File: config.mk
export PLATFORM = sky130hd
export DESIGN_NAME = bram_verify_seq_flat
export DESIGN_NICKNAME = d
export VERILOG_FILES = /design/src/rtl/bram_verify_seq_if.sv /design/src/rtl/bram_verify_seq.sv /design/src/flat_wrapper.sv
export SDC_FILE = /design/constraint.sdc
export NUM_CORES = 1
export LEC_CHECK = 0
export CAP_MARGIN = 0
export CORE_ASPECT_RATIO = 1.4
export CORE_UTILIZATION = 40
export DETAILED_ROUTE_END_ITERATION = 10
export GPL_TIMING_DRIVEN = 0
export PLACE_DENSITY = 0.77
export SYNTH_ARGS = -nofsm -noshare
export SYNTH_HDL_FRONTEND = slang
export SYNTH_SLANG_ARGS = --single-unit
File: constraint.sdc
create_clock -name clk -period 5 [get_ports clk]
set_clock_uncertainty 0.1 [all_clocks]
set_input_delay 0.75 -clock clk [delete_from_list [all_inputs] [get_ports clk]]
set_output_delay 0.75 -clock clk [all_outputs]
set_load 0.005 [all_outputs]
File: src/rtl/bram_verify_seq_if.sv
// Host-side command/response handshake bundle for the BRAM verify sequencer.
interface bram_verify_seq_if #(
  parameter int unsigned ADDR_W = 9,
  parameter int unsigned DATA_W = 16
);
  logic              cmd_valid;
  logic              cmd_ready;
  logic [1:0]        cmd_op;
  logic [ADDR_W-1:0] cmd_addr;
  logic [DATA_W-1:0] cmd_data;
  logic              rsp_valid;
  logic              rsp_ready;
  logic [DATA_W-1:0] rsp_data;
  logic              rsp_err;

  modport master (
    output cmd_valid, cmd_op, cmd_addr, cmd_data, rsp_ready,
    input  cmd_ready, rsp_valid, rsp_data, rsp_err
  );

  modport slave (
    input  cmd_valid, cmd_op, cmd_addr, cmd_data, rsp_ready,
    output cmd_ready, rsp_valid, rsp_data, rsp_err
  );
endinterface

File: src/rtl/bram_verify_seq.sv
// Port-A command sequencer for the RRAM-emulation BRAM bank: read, write,
// write-verify with bounded re-programming, and fill-to-top-of-memory.
module bram_verify_seq #(
  parameter int unsigned ADDR_W    = 9,
  parameter int unsigned DATA_W    = 16,
  parameter int unsigned READ_LAT  = 1,
  parameter int unsigned MAX_RETRY = 3
) (
  input  logic              clk,
  input  logic              rst,
  bram_verify_seq_if.slave  bus,
  output logic              mem_en,
  output logic              mem_we,
  output logic [ADDR_W-1:0] mem_addr,
  output logic [DATA_W-1:0] mem_din,
  input  logic [DATA_W-1:0] mem_dout
);

  localparam int unsigned WCNT_W  = (READ_LAT > 1) ? $clog2(READ_LAT + 1) : 1;
  localparam int unsigned RETRY_W = (MAX_RETRY > 0) ? $clog2(MAX_RETRY + 1) : 1;

  localparam logic [1:0] OP_READ  = 2'b00;
  localparam logic [1:0] OP_WRITE = 2'b01;
  localparam logic [1:0] OP_WVER  = 2'b10;
  localparam logic [1:0] OP_FILL  = 2'b11;

  typedef enum logic [2:0] {IDLE, WR, RD, RWAIT, CMP, FILL, RESP} state_t;

  state_t               state_q, state_d;
  logic [1:0]           op_q, op_d;
  logic [ADDR_W-1:0]    addr_q, addr_d;
  logic [DATA_W-1:0]    data_q, data_d;
  logic [RETRY_W-1:0]   retry_q, retry_d;
  logic [WCNT_W-1:0]    wcnt_q, wcnt_d;
  logic                 cmd_ready_q, cmd_ready_d;
  logic                 rsp_valid_q, rsp_valid_d;
  logic [DATA_W-1:0]    rsp_data_q, rsp_data_d;
  logic                 rsp_err_q, rsp_err_d;
  logic                 mem_en_d, mem_we_d;
  logic [ADDR_W-1:0]    mem_addr_d;
  logic [DATA_W-1:0]    mem_din_d;

  logic accept, rsp_fire, wait_last, wait_to_cmp, match, retry_left, fill_last;

  assign accept      = bus.cmd_valid && cmd_ready_q;
  assign rsp_fire    = rsp_valid_q && bus.rsp_ready;
  assign wait_last   = (wcnt_q == WCNT_W'(READ_LAT));
  assign wait_to_cmp = (wcnt_q == WCNT_W'(READ_LAT - 1));
  assign match       = (mem_dout == data_q);
  assign retry_left  = (retry_q != RETRY_W'(MAX_RETRY));
  assign fill_last   = (mem_addr == {ADDR_W{1'b1}});

  assign bus.cmd_ready = cmd_ready_q;
  assign bus.rsp_valid = rsp_valid_q;
  assign bus.rsp_data  = rsp_data_q;
  assign bus.rsp_err   = rsp_err_q;

  // State and registered outputs
  always_ff @(posedge clk) begin
    if (rst) begin
      state_q     <= IDLE;
      op_q        <= OP_READ;
      addr_q      <= '0;
      data_q      <= '0;
      retry_q     <= '0;
      wcnt_q      <= '0;
      cmd_ready_q <= 1'b0;
      rsp_valid_q <= 1'b0;
      rsp_data_q  <= '0;
      rsp_err_q   <= 1'b0;
      mem_en      <= 1'b0;
      mem_we      <= 1'b0;
      mem_addr    <= '0;
      mem_din     <= '0;
    end else begin
      state_q     <= state_d;
      op_q        <= op_d;
      addr_q      <= addr_d;
      data_q      <= data_d;
      retry_q     <= retry_d;
      wcnt_q      <= wcnt_d;
      cmd_ready_q <= cmd_ready_d;
      rsp_valid_q <= rsp_valid_d;
      rsp_data_q  <= rsp_data_d;
      rsp_err_q   <= rsp_err_d;
      mem_en      <= mem_en_d;
      mem_we      <= mem_we_d;
      mem_addr    <= mem_addr_d;
      mem_din     <= mem_din_d;
    end
  end

  // Next state; for write-verify the final read-latency cycle is CMP
  always_comb begin
    state_d = state_q;
    case (state_q)
      IDLE:  if (accept) begin
               case (bus.cmd_op)
                 OP_READ: state_d = RD;
                 OP_FILL: state_d = FILL;
                 default: state_d = WR;
               endcase
             end
      WR:    state_d = (op_q == OP_WVER) ? RD : RESP;
      RD:    state_d = (op_q == OP_WVER && READ_LAT == 1) ? CMP : RWAIT;
      RWAIT: begin
               if (op_q == OP_WVER) begin
                 if (wait_to_cmp) state_d = CMP;
               end else if (wait_last) begin
                 state_d = RESP;
               end
             end
      CMP:   state_d = (match || !retry_left) ? RESP : WR;
      FILL:  if (fill_last) state_d = RESP;
      RESP:  if (rsp_fire) state_d = IDLE;
      default: state_d = IDLE;
    endcase
  end

  // Next values of datapath and outputs; BRAM strobes follow the next state
  always_comb begin
    op_d        = op_q;
    addr_d      = addr_q;
    data_d      = data_q;
    retry_d     = retry_q;
    wcnt_d      = wcnt_q;
    rsp_data_d  = rsp_data_q;
    rsp_err_d   = rsp_err_q;
    mem_en_d    = 1'b0;
    mem_we_d    = 1'b0;
    mem_addr_d  = mem_addr;
    mem_din_d   = mem_din;
    cmd_ready_d = (state_d == IDLE);
    rsp_valid_d = (state_d == RESP);

    case (state_q)
      IDLE:  if (accept) begin
               op_d    = bus.cmd_op;
               addr_d  = bus.cmd_addr;
               data_d  = bus.cmd_data;
               retry_d = '0;
             end
      WR:    if (op_q == OP_WRITE) begin
               rsp_data_d = data_q;
               rsp_err_d  = 1'b0;
             end
      RD:    wcnt_d = WCNT_W'(1);
      RWAIT: begin
               wcnt_d = wcnt_q + WCNT_W'(1);
               if (op_q == OP_READ && wait_last) begin
                 rsp_data_d = mem_dout;
                 rsp_err_d  = 1'b0;
               end
             end
      CMP:   if (match || !retry_left) begin
               rsp_data_d = mem_dout;
               rsp_err_d  = !match;
             end else begin
               retry_d = retry_q + RETRY_W'(1);
             end
      FILL:  if (fill_last) begin
               rsp_data_d = data_q;
               rsp_err_d  = 1'b0;
             end
      default: ;
    endcase

    case (state_d)
      WR: begin
        mem_en_d   = 1'b1;
        mem_we_d   = 1'b1;
        mem_addr_d = addr_d;
        mem_din_d  = data_d;
      end
      RD: begin
        mem_en_d   = 1'b1;
        mem_addr_d = addr_d;
      end
      FILL: begin
        mem_en_d   = 1'b1;
        mem_we_d   = 1'b1;
        mem_addr_d = (state_q == FILL) ? mem_addr + ADDR_W'(1) : addr_d;
        mem_din_d  = data_d;
      end
      default: ;
    endcase
  end

endmodule

File: src/flat_wrapper.sv
// flat-port wrapper written by rule: the top's interface ports become plain ports
module bram_verify_seq_flat 
#(
  parameter int unsigned ADDR_W    = 9,
  parameter int unsigned DATA_W    = 16,
  parameter int unsigned READ_LAT  = 1,
  parameter int unsigned MAX_RETRY = 3
)
  (clk, rst, mem_en, mem_we, mem_addr, mem_din, mem_dout, bus_cmd_valid, bus_cmd_op, bus_cmd_addr, bus_cmd_data, bus_rsp_ready, bus_cmd_ready, bus_rsp_valid, bus_rsp_data, bus_rsp_err);
  bram_verify_seq_if #(.ADDR_W(ADDR_W), .DATA_W(DATA_W)) bus_i ();
  input  logic clk;
  input  logic rst;
  output logic mem_en;
  output logic mem_we;
  output logic [ADDR_W-1:0] mem_addr;
  output logic [DATA_W-1:0] mem_din;
  input  logic [DATA_W-1:0] mem_dout;
  input wire logic [$bits(bus_i.cmd_valid)-1:0] bus_cmd_valid;
  input wire logic [$bits(bus_i.cmd_op)-1:0] bus_cmd_op;
  input wire logic [$bits(bus_i.cmd_addr)-1:0] bus_cmd_addr;
  input wire logic [$bits(bus_i.cmd_data)-1:0] bus_cmd_data;
  input wire logic [$bits(bus_i.rsp_ready)-1:0] bus_rsp_ready;
  output wire logic [$bits(bus_i.cmd_ready)-1:0] bus_cmd_ready;
  output wire logic [$bits(bus_i.rsp_valid)-1:0] bus_rsp_valid;
  output wire logic [$bits(bus_i.rsp_data)-1:0] bus_rsp_data;
  output wire logic [$bits(bus_i.rsp_err)-1:0] bus_rsp_err;
  assign bus_i.cmd_valid = bus_cmd_valid;
  assign bus_i.cmd_op = bus_cmd_op;
  assign bus_i.cmd_addr = bus_cmd_addr;
  assign bus_i.cmd_data = bus_cmd_data;
  assign bus_i.rsp_ready = bus_rsp_ready;
  assign bus_cmd_ready = bus_i.cmd_ready;
  assign bus_rsp_valid = bus_i.rsp_valid;
  assign bus_rsp_data = bus_i.rsp_data;
  assign bus_rsp_err = bus_i.rsp_err;
  bram_verify_seq #(.ADDR_W(ADDR_W), .DATA_W(DATA_W), .READ_LAT(READ_LAT), .MAX_RETRY(MAX_RETRY)) u_core (.clk(clk), .rst(rst), .bus(bus_i), .mem_en(mem_en), .mem_we(mem_we), .mem_addr(mem_addr), .mem_din(mem_din), .mem_dout(mem_dout));
endmodule
# ---- Word-level counts from Yosys, hierarchy flattened
# Index checks and enable logic that the tools add are counted.
dict set report word_totals {
  reg_bits 79
  output_inout_bits 46
  word_cells 92
}
dict set report op_classes {
  n_addsub 3
  n_eq_ne 22
  muxes 33
  reduce_logical 20
}
# operator count
set ops {}
lappend ops {{$mux W16} 6}
lappend ops {{$pmux W16 S4} 1}
lappend ops {{$mux W3} 9}
lappend ops {{$mux W9} 3}
lappend ops {{$pmux W3 S7} 1}
lappend ops {{$pmux W9 S2} 1}
lappend ops {{$eq A16 B16 Y1} 1}
lappend ops {{$eq A3 B3 Y1 const B} 5}
lappend ops {{$ne A2 B1 Y1 const B} 5}
lappend ops {{$add A9 B1 Y9 const B} 1}
lappend ops {{$eq A3 B2 Y1 const B} 3}
lappend ops {{$eq A9 B9 Y1 const B} 1}
lappend ops {{$eq A3 B1 Y1 const B} 2}
lappend ops {{$logic_not A3 Y1} 2}
lappend ops {{$mux W1} 6}
lappend ops {{$pmux W3 S2} 1}
lappend ops {{$reduce_bool A2 Y1} 3}
lappend ops {{$reduce_and A5 Y1} 1}
lappend ops {{$eq A2 B2 Y1 const B} 2}
lappend ops {{$logic_not A2 Y1} 2}
lappend ops {{$mux W2} 2}
lappend ops {{$ne A2 B2 Y1 const B} 2}
lappend ops {{$pmux W1 S4} 1}
lappend ops {{$pmux W2 S2} 1}
lappend ops {{12 further kinds} 16}

# ---- Longest topological paths before layout
dict set report logic_depth {
  word_depth 8
  mapped_depth 12
  mapped_depth_nobuf 11
}

# ---- Worst setup path before layout
# Ideal clock, no wire load.
dict set report synth_path {
  kind {flip-flop to flip-flop}
  from {register u_core.mem_addr[0]}
  to {register u_core.mem_addr[0]}
  arrival_time_ns 2.527
  t_required_ns 4.814
  setup_slack_ns 2.287
  stages_incl_launch_ff 13
  synth_period_minus_slack_ns 2.713
  cell_sequence {dfxtp_1 > ha_1 > and3_1 > and3_1 > and3_1 > ha_1 > nand4bb_1 > o31ai_2 > a21oi_1 > or3b_1 > buf_4 > a21o_1 > a221oi_2}
}
dict set report synth_via {
  elab_chain_cells 6
  word_cells_on_any_way 11
}
# item line
set synth_lines {}
lappend synth_lines {{from (decl)} bram_verify_seq.sv:14} ;# output logic [ADDR_W-1:0] mem_addr,
lappend synth_lines {{from (signal assigned)} bram_verify_seq.sv:88} ;# mem_addr <= mem_addr_d;
lappend synth_lines {{$eq A9 B9 Y1} bram_verify_seq.sv:51} ;# assign fill_last = (mem_addr == {ADDR_W{1'b1}});
lappend synth_lines {{$mux W3} bram_verify_seq.sv:114} ;# FILL: if (fill_last) state_d = RESP;
lappend synth_lines {{$pmux W3 S7} bram_verify_seq.sv:96} ;# case (state_q)
lappend synth_lines {{$eq A3 B2 Y1 / $eq A3 B1 Y1 (equally long branches)} bram_verify_seq.sv:168} ;# case (state_d)
lappend synth_lines {{$reduce_or A2 Y1 (no source line)} n/a}
lappend synth_lines {{$pmux W9 S2 / $reduce_bool A2 Y1 (equally long branches)} n/a}
# Parallel ways exist; a longest one is shown, timed or not.
# A chain may end at the register's enable or synchronous reset.

# ---- Worst setup path in the final report
dict set report layout_path {
  from {register u_core.mem_addr[0]}
  to {register u_core.rsp_data_q[14], in the netlist u_core.bus.rsp_data[14]}
}
dict set report layout_via {
  elab_chain_cells 3
}
# item line
set layout_lines {}
lappend layout_lines {{$eq A9 B9 Y1} bram_verify_seq.sv:51}
lappend layout_lines {{$ne A2 B1 Y1 (no source line)} n/a}
lappend layout_lines {{$reduce_and A5 Y1 (no source line)} n/a}
lappend layout_lines {{to (signal assigned)} bram_verify_seq.sv:84} ;# rsp_data_q <= rsp_data_d;
lappend layout_lines {{to (decl)} bram_verify_seq.sv:37} ;# logic [DATA_W-1:0] rsp_data_q, rsp_data_d;
# Every way passes these cells.

==> flow_summary.toml <==
[routing]
ant_nets = 0
drtIter0Drc = 106
via_per_inst = 5.487
route.vias.total = 3254
detail_route.drc_violations = 0
drt_pass1_iterations = 5
routed_wire_length_um = 10030
drt-wirelength-per-cell_um = 16.92

[timing]
slew_headroom_pct = 52.73
final_hold_viol_count = 0
setup_tns_ns = 0
worst_pin_slew_ns = 0.7090
post-route-worst-setup-slack_ns = 1.670
finalMaxSlewViolations = 0
min_period_over_period_pct = 66.60
min_cycle_time_layout_ns = 3.330
max_freq_mhz = 300.3
rsz0062_at_grt = "false"
setup_violations = 0

[synthesis]
synth.yosys.warnings = 0
synth_cells = 380
synth.yosys.seq_area_share_pct = 43.54
mappedNetlistArea_um2 = 3632
synth.net_count = 430
synth_flop_cell = "sky130_fd_sc_hd__dfxtp_1"
synthArstFlopShare_pct = 0
synth_area_per_cell_um2 = 9.559
synth_edf_count = 0
postSynthRegisterBits = 79
post_synth_num_cell_types = 49

[cts]
cts-root-buf = "sky130_fd_sc_hd__clkbuf_16"
clkTransAtPathRegs_ns = 0.06
cts-buffers-inserted = 9
clock-sinks = 79
post-cts-setup-buffers = 0
buffer_levels_on_the_longest_clock_path = 2
clk-insertion-delay-late_ns = 0.34
cts.htree.levels = 3
cts_tree = "built"
cts_hold_buffers = 0
cts_resized = 0

[placed_design]
pre_cts_setup_slack_ns = 1.594
place.gp.congestion = 0.9275
i_o_buffers = 92
dp.cells = 577
dpl.hpwl_um = 7568

[min_path]
min_to = "u_core.addr_q[4]$_SDFF_PP0_"
min-delay-path-class = "flop to flop"
hold_path_startpoint = "u_core.addr_q[4]$_SDFF_PP0_"
holdPathStages = 2

[global_routing]
busiest_layer = "met2"
globalRouteMet2Util_pct = 40.00
grtUsageMet3_pct = 4.444
antenna_found_initial = 0
grt_start_max_net_pins = 14
first_global_vias = 3324
globalRouteTotalUtil_pct = 22.44
met1_usage_pct = 23.11
grt.overflow.total = 0
grt_pass1_wl_um = 15750

[floorplan]
dieWidth_um = 82.54
pin_count = 93
initial_utilization_pct = 41.71
placeableCoreArea_um2 = 8708
die-area_um2 = 9471
y_dimension_of_the_die_um = 114.8
std_cell_rows = 40

[finish]
antennaDiodeCount = 0
fin_nets = 533
synthToLayoutAreaGrowth_pct = 39.03
non_filler_cells_in_the_finished_layout = 593
layout-drive-gt1-share_pct = 10.45
finish.utilization_pct = 57.99

[pwr]
powerDensity_nw_per_um2 = 580.7
total_power_mw = 2.933
vdd_ir_drop_max_mv = 0.3406
power.leakage_nw = 1.767

[flow_run]
cap_violations = 0

[setup_path]
timing.reg2reg.worst_path_depth = 11
worst-setup-path-type = "flop to flop"
arrival_ns = 3.42
rrSetupSlack_ns = 1.67
crit_fanout = 10
worst_ep_required_time_ns = 5.09
worstReg2RegEnd = "u_core.bus.rsp_data[14]$_SDFFE_PP0P_"
timing.rr.start = "u_core.mem_addr[0]$_SDFFE_PP0P_"
critPathCaptureType = "flop"
start_kind = "flop"

[status]
result_of_the_run = "complete, no violations"
[critical path: stages (launching register included)]
cell	delay, ns
sky130_fd_sc_hd__dfxtp_1	0.40
sky130_fd_sc_hd__ha_1	0.21
sky130_fd_sc_hd__and3_1	0.24
sky130_fd_sc_hd__and3_1	0.21
sky130_fd_sc_hd__and3_1	0.16
sky130_fd_sc_hd__ha_1	0.20
sky130_fd_sc_hd__nand4bb_1	0.18
sky130_fd_sc_hd__clkbuf_1	0.39
sky130_fd_sc_hd__o21ai_1	0.17
sky130_fd_sc_hd__a21oi_2	0.32
sky130_fd_sc_hd__clkbuf_1	0.45
sky130_fd_sc_hd__a211oi_1	0.15
[state kept, by name, indices dropped and copies added (netlist names)]
name / flops
u_core.addr_q: 9
u_core.bus.cmd_ready: 1
u_core.bus.rsp_data: 16
u_core.bus.rsp_err: 1
u_core.bus.rsp_valid: 1
u_core.data_q: 16
u_core.mem_addr: 9
u_core.mem_din: 16
u_core.mem_en: 1
u_core.mem_we: 1
u_core.op_q: 2
u_core.retry_q: 2
u_core.state_q: 3
u_core.wait_last: 1
[cells in the final DEF (no fill, tap or decap), types with 3 or more instances in the layout]
cell type                         instances
sky130_fd_sc_hd__nand3_1                  6
sky130_fd_sc_hd__bufinv_16                3
sky130_fd_sc_hd__nor2_1                  70
sky130_fd_sc_hd__a32o_1                   5
sky130_fd_sc_hd__clkbuf_1                12
sky130_fd_sc_hd__o221ai_1                 3
sky130_fd_sc_hd__buf_2                    9
sky130_fd_sc_hd__nand2b_1                 5
sky130_fd_sc_hd__buf_4                    3
sky130_fd_sc_hd__mux2i_1                 45
sky130_fd_sc_hd__and3_1                   6
sky130_fd_sc_hd__nor3_1                   3
sky130_fd_sc_hd__o22ai_1                  4
sky130_fd_sc_hd__nand2_1                 11
sky130_fd_sc_hd__xnor2_1                 18
sky130_fd_sc_hd__nand4_1                  4
sky130_fd_sc_hd__a211oi_2                10
sky130_fd_sc_hd__inv_1                    8
sky130_fd_sc_hd__ha_1                     3
sky130_fd_sc_hd__clkbuf_8                 3
sky130_fd_sc_hd__a211oi_1                26
sky130_fd_sc_hd__clkdlybuf4s50_1         92
sky130_fd_sc_hd__clkbuf_16                9
sky130_fd_sc_hd__a21oi_1                 12
sky130_fd_sc_hd__dfxtp_1                 79
sky130_fd_sc_hd__o21ai_1                  3
[worst max-delay path by stage]
stage / slack (ns) / depth (start not counted) / start / endpoint
after floorplan: 2.29 / 12 / u_core.mem_addr[0]$_SDFFE_PP0P_ / u_core.mem_addr[0]$_SDFFE_PP0P_
after global placement: 1.62 / 7 / mem_dout[9] / u_core.bus.rsp_data[13]$_SDFFE_PP0P_
after detailed placement: 1.59 / 7 / mem_dout[9] / u_core.bus.rsp_data[13]$_SDFFE_PP0P_
after CTS: 1.74 / 11 / u_core.mem_addr[0]$_SDFFE_PP0P_ / u_core.bus.rsp_data[14]$_SDFFE_PP0P_
after global routing: 1.47 / 11 / u_core.mem_addr[0]$_SDFFE_PP0P_ / u_core.bus.rsp_data[14]$_SDFFE_PP0P_
final: 1.67 / 11 / u_core.mem_addr[0]$_SDFFE_PP0P_ / u_core.bus.rsp_data[14]$_SDFFE_PP0P_
[synth_stat cells (2+ instances only)]
cell                        count  share of area (%)
sky130_fd_sc_hd__clkbuf_1      12                1.2
sky130_fd_sc_hd__and3_1         6                1.0
sky130_fd_sc_hd__a211oi_2      10                3.4
sky130_fd_sc_hd__a21oi_2        2               0.48
sky130_fd_sc_hd__ha_1           3                1.0
sky130_fd_sc_hd__a221oi_2       2               0.83
sky130_fd_sc_hd__a32o_1         5                1.4
sky130_fd_sc_hd__or3b_1         2               0.48
sky130_fd_sc_hd__o21ai_0        2               0.28
sky130_fd_sc_hd__o221ai_1       3               0.72
sky130_fd_sc_hd__buf_2          9                1.2
sky130_fd_sc_hd__buf_4          3               0.62
sky130_fd_sc_hd__o21ai_1        3               0.41
sky130_fd_sc_hd__nand4bb_1      2               0.62
sky130_fd_sc_hd__o22ai_1        4               0.69
sky130_fd_sc_hd__mux2i_1       45                 12
sky130_fd_sc_hd__nand3_1        6               0.83
sky130_fd_sc_hd__a211oi_1      26                5.4
sky130_fd_sc_hd__a21o_1         2               0.41
sky130_fd_sc_hd__nand4_1        4               0.69
sky130_fd_sc_hd__nand2b_1       5               0.86
sky130_fd_sc_hd__a21oi_1       12                1.7
sky130_fd_sc_hd__mux2_2         2               0.62
sky130_fd_sc_hd__nor2_1        70                7.2
sky130_fd_sc_hd__inv_1          8               0.83
sky130_fd_sc_hd__dfxtp_1       79                 44
sky130_fd_sc_hd__nand2_1       11                1.1
sky130_fd_sc_hd__nor2b_1        2               0.34
sky130_fd_sc_hd__xnor2_1       18                4.3
sky130_fd_sc_hd__nor3_1         3               0.41
[cell type report]
| cell class | count | area (um^2) |
|---|---|---|
| timing repair buffer | 92 | 920.9 |
| sequential | 79 | 1582 |
| buffer | 24 | 112.6 |
| clock inverter | 4 | 98.84 |
| multi-input combinational | 269 | 1908 |
| inverter | 8 | 30.03 |
| tap | 105 | 131.4 |
| clock buffer | 12 | 266.5 |
| fill | 739 | 3659 |
[where the power goes]
| group | leakage, nW | switching, mW | total, mW | internal [mW] |
|---|---|---|---|---|
| Combinational | 0.945 | 0.617 | 1.22 | 0.602 |
| Sequential | 0.642 | 0.117 | 0.925 | 0.808 |
| Clock | 0.179 | 0.259 | 0.789 | 0.530 |
[per-stage QoR]
| step | instance area (um^2) | hold slack (ns) |
|---|---|---|
| after floorplan | 3632 | 0.3557 |
| after global placement | 4684 | 0.3778 |
| after detailed placement | 4684 | 0.3836 |
| after CTS | 5050 | 0.3999 |
| after global routing | 5050 | 0.4084 |
| final | 5050 | 0.3908 |
[routing by layer]
| layer | part of all wire, % | vias up |
|---|---|---|
| li1 | - | 1572 |
| met4 | 4.3 | 0 |
| met1 | 38 | 1508 |
| met2 | 50 | 144 |
| met5 | 0 | - |
| met3 | 7.0 | 30 |
[kinds of logic (layout without fill, tap and decap cells)]
kind of cell	after synthesis	after routing	synth area share, %
DFF	79	79	43.54
xor gates and xnor gates	18	18	4.340
adders and majority gates	3	3	1.034
muxes	47	47	13.02
buffers and inverters	32	140	3.927
AOI/OAI and AO/OA	80	80	18.15
and+or+nand+nor	121	121	15.98
Power figures use the tool's default switching activity.
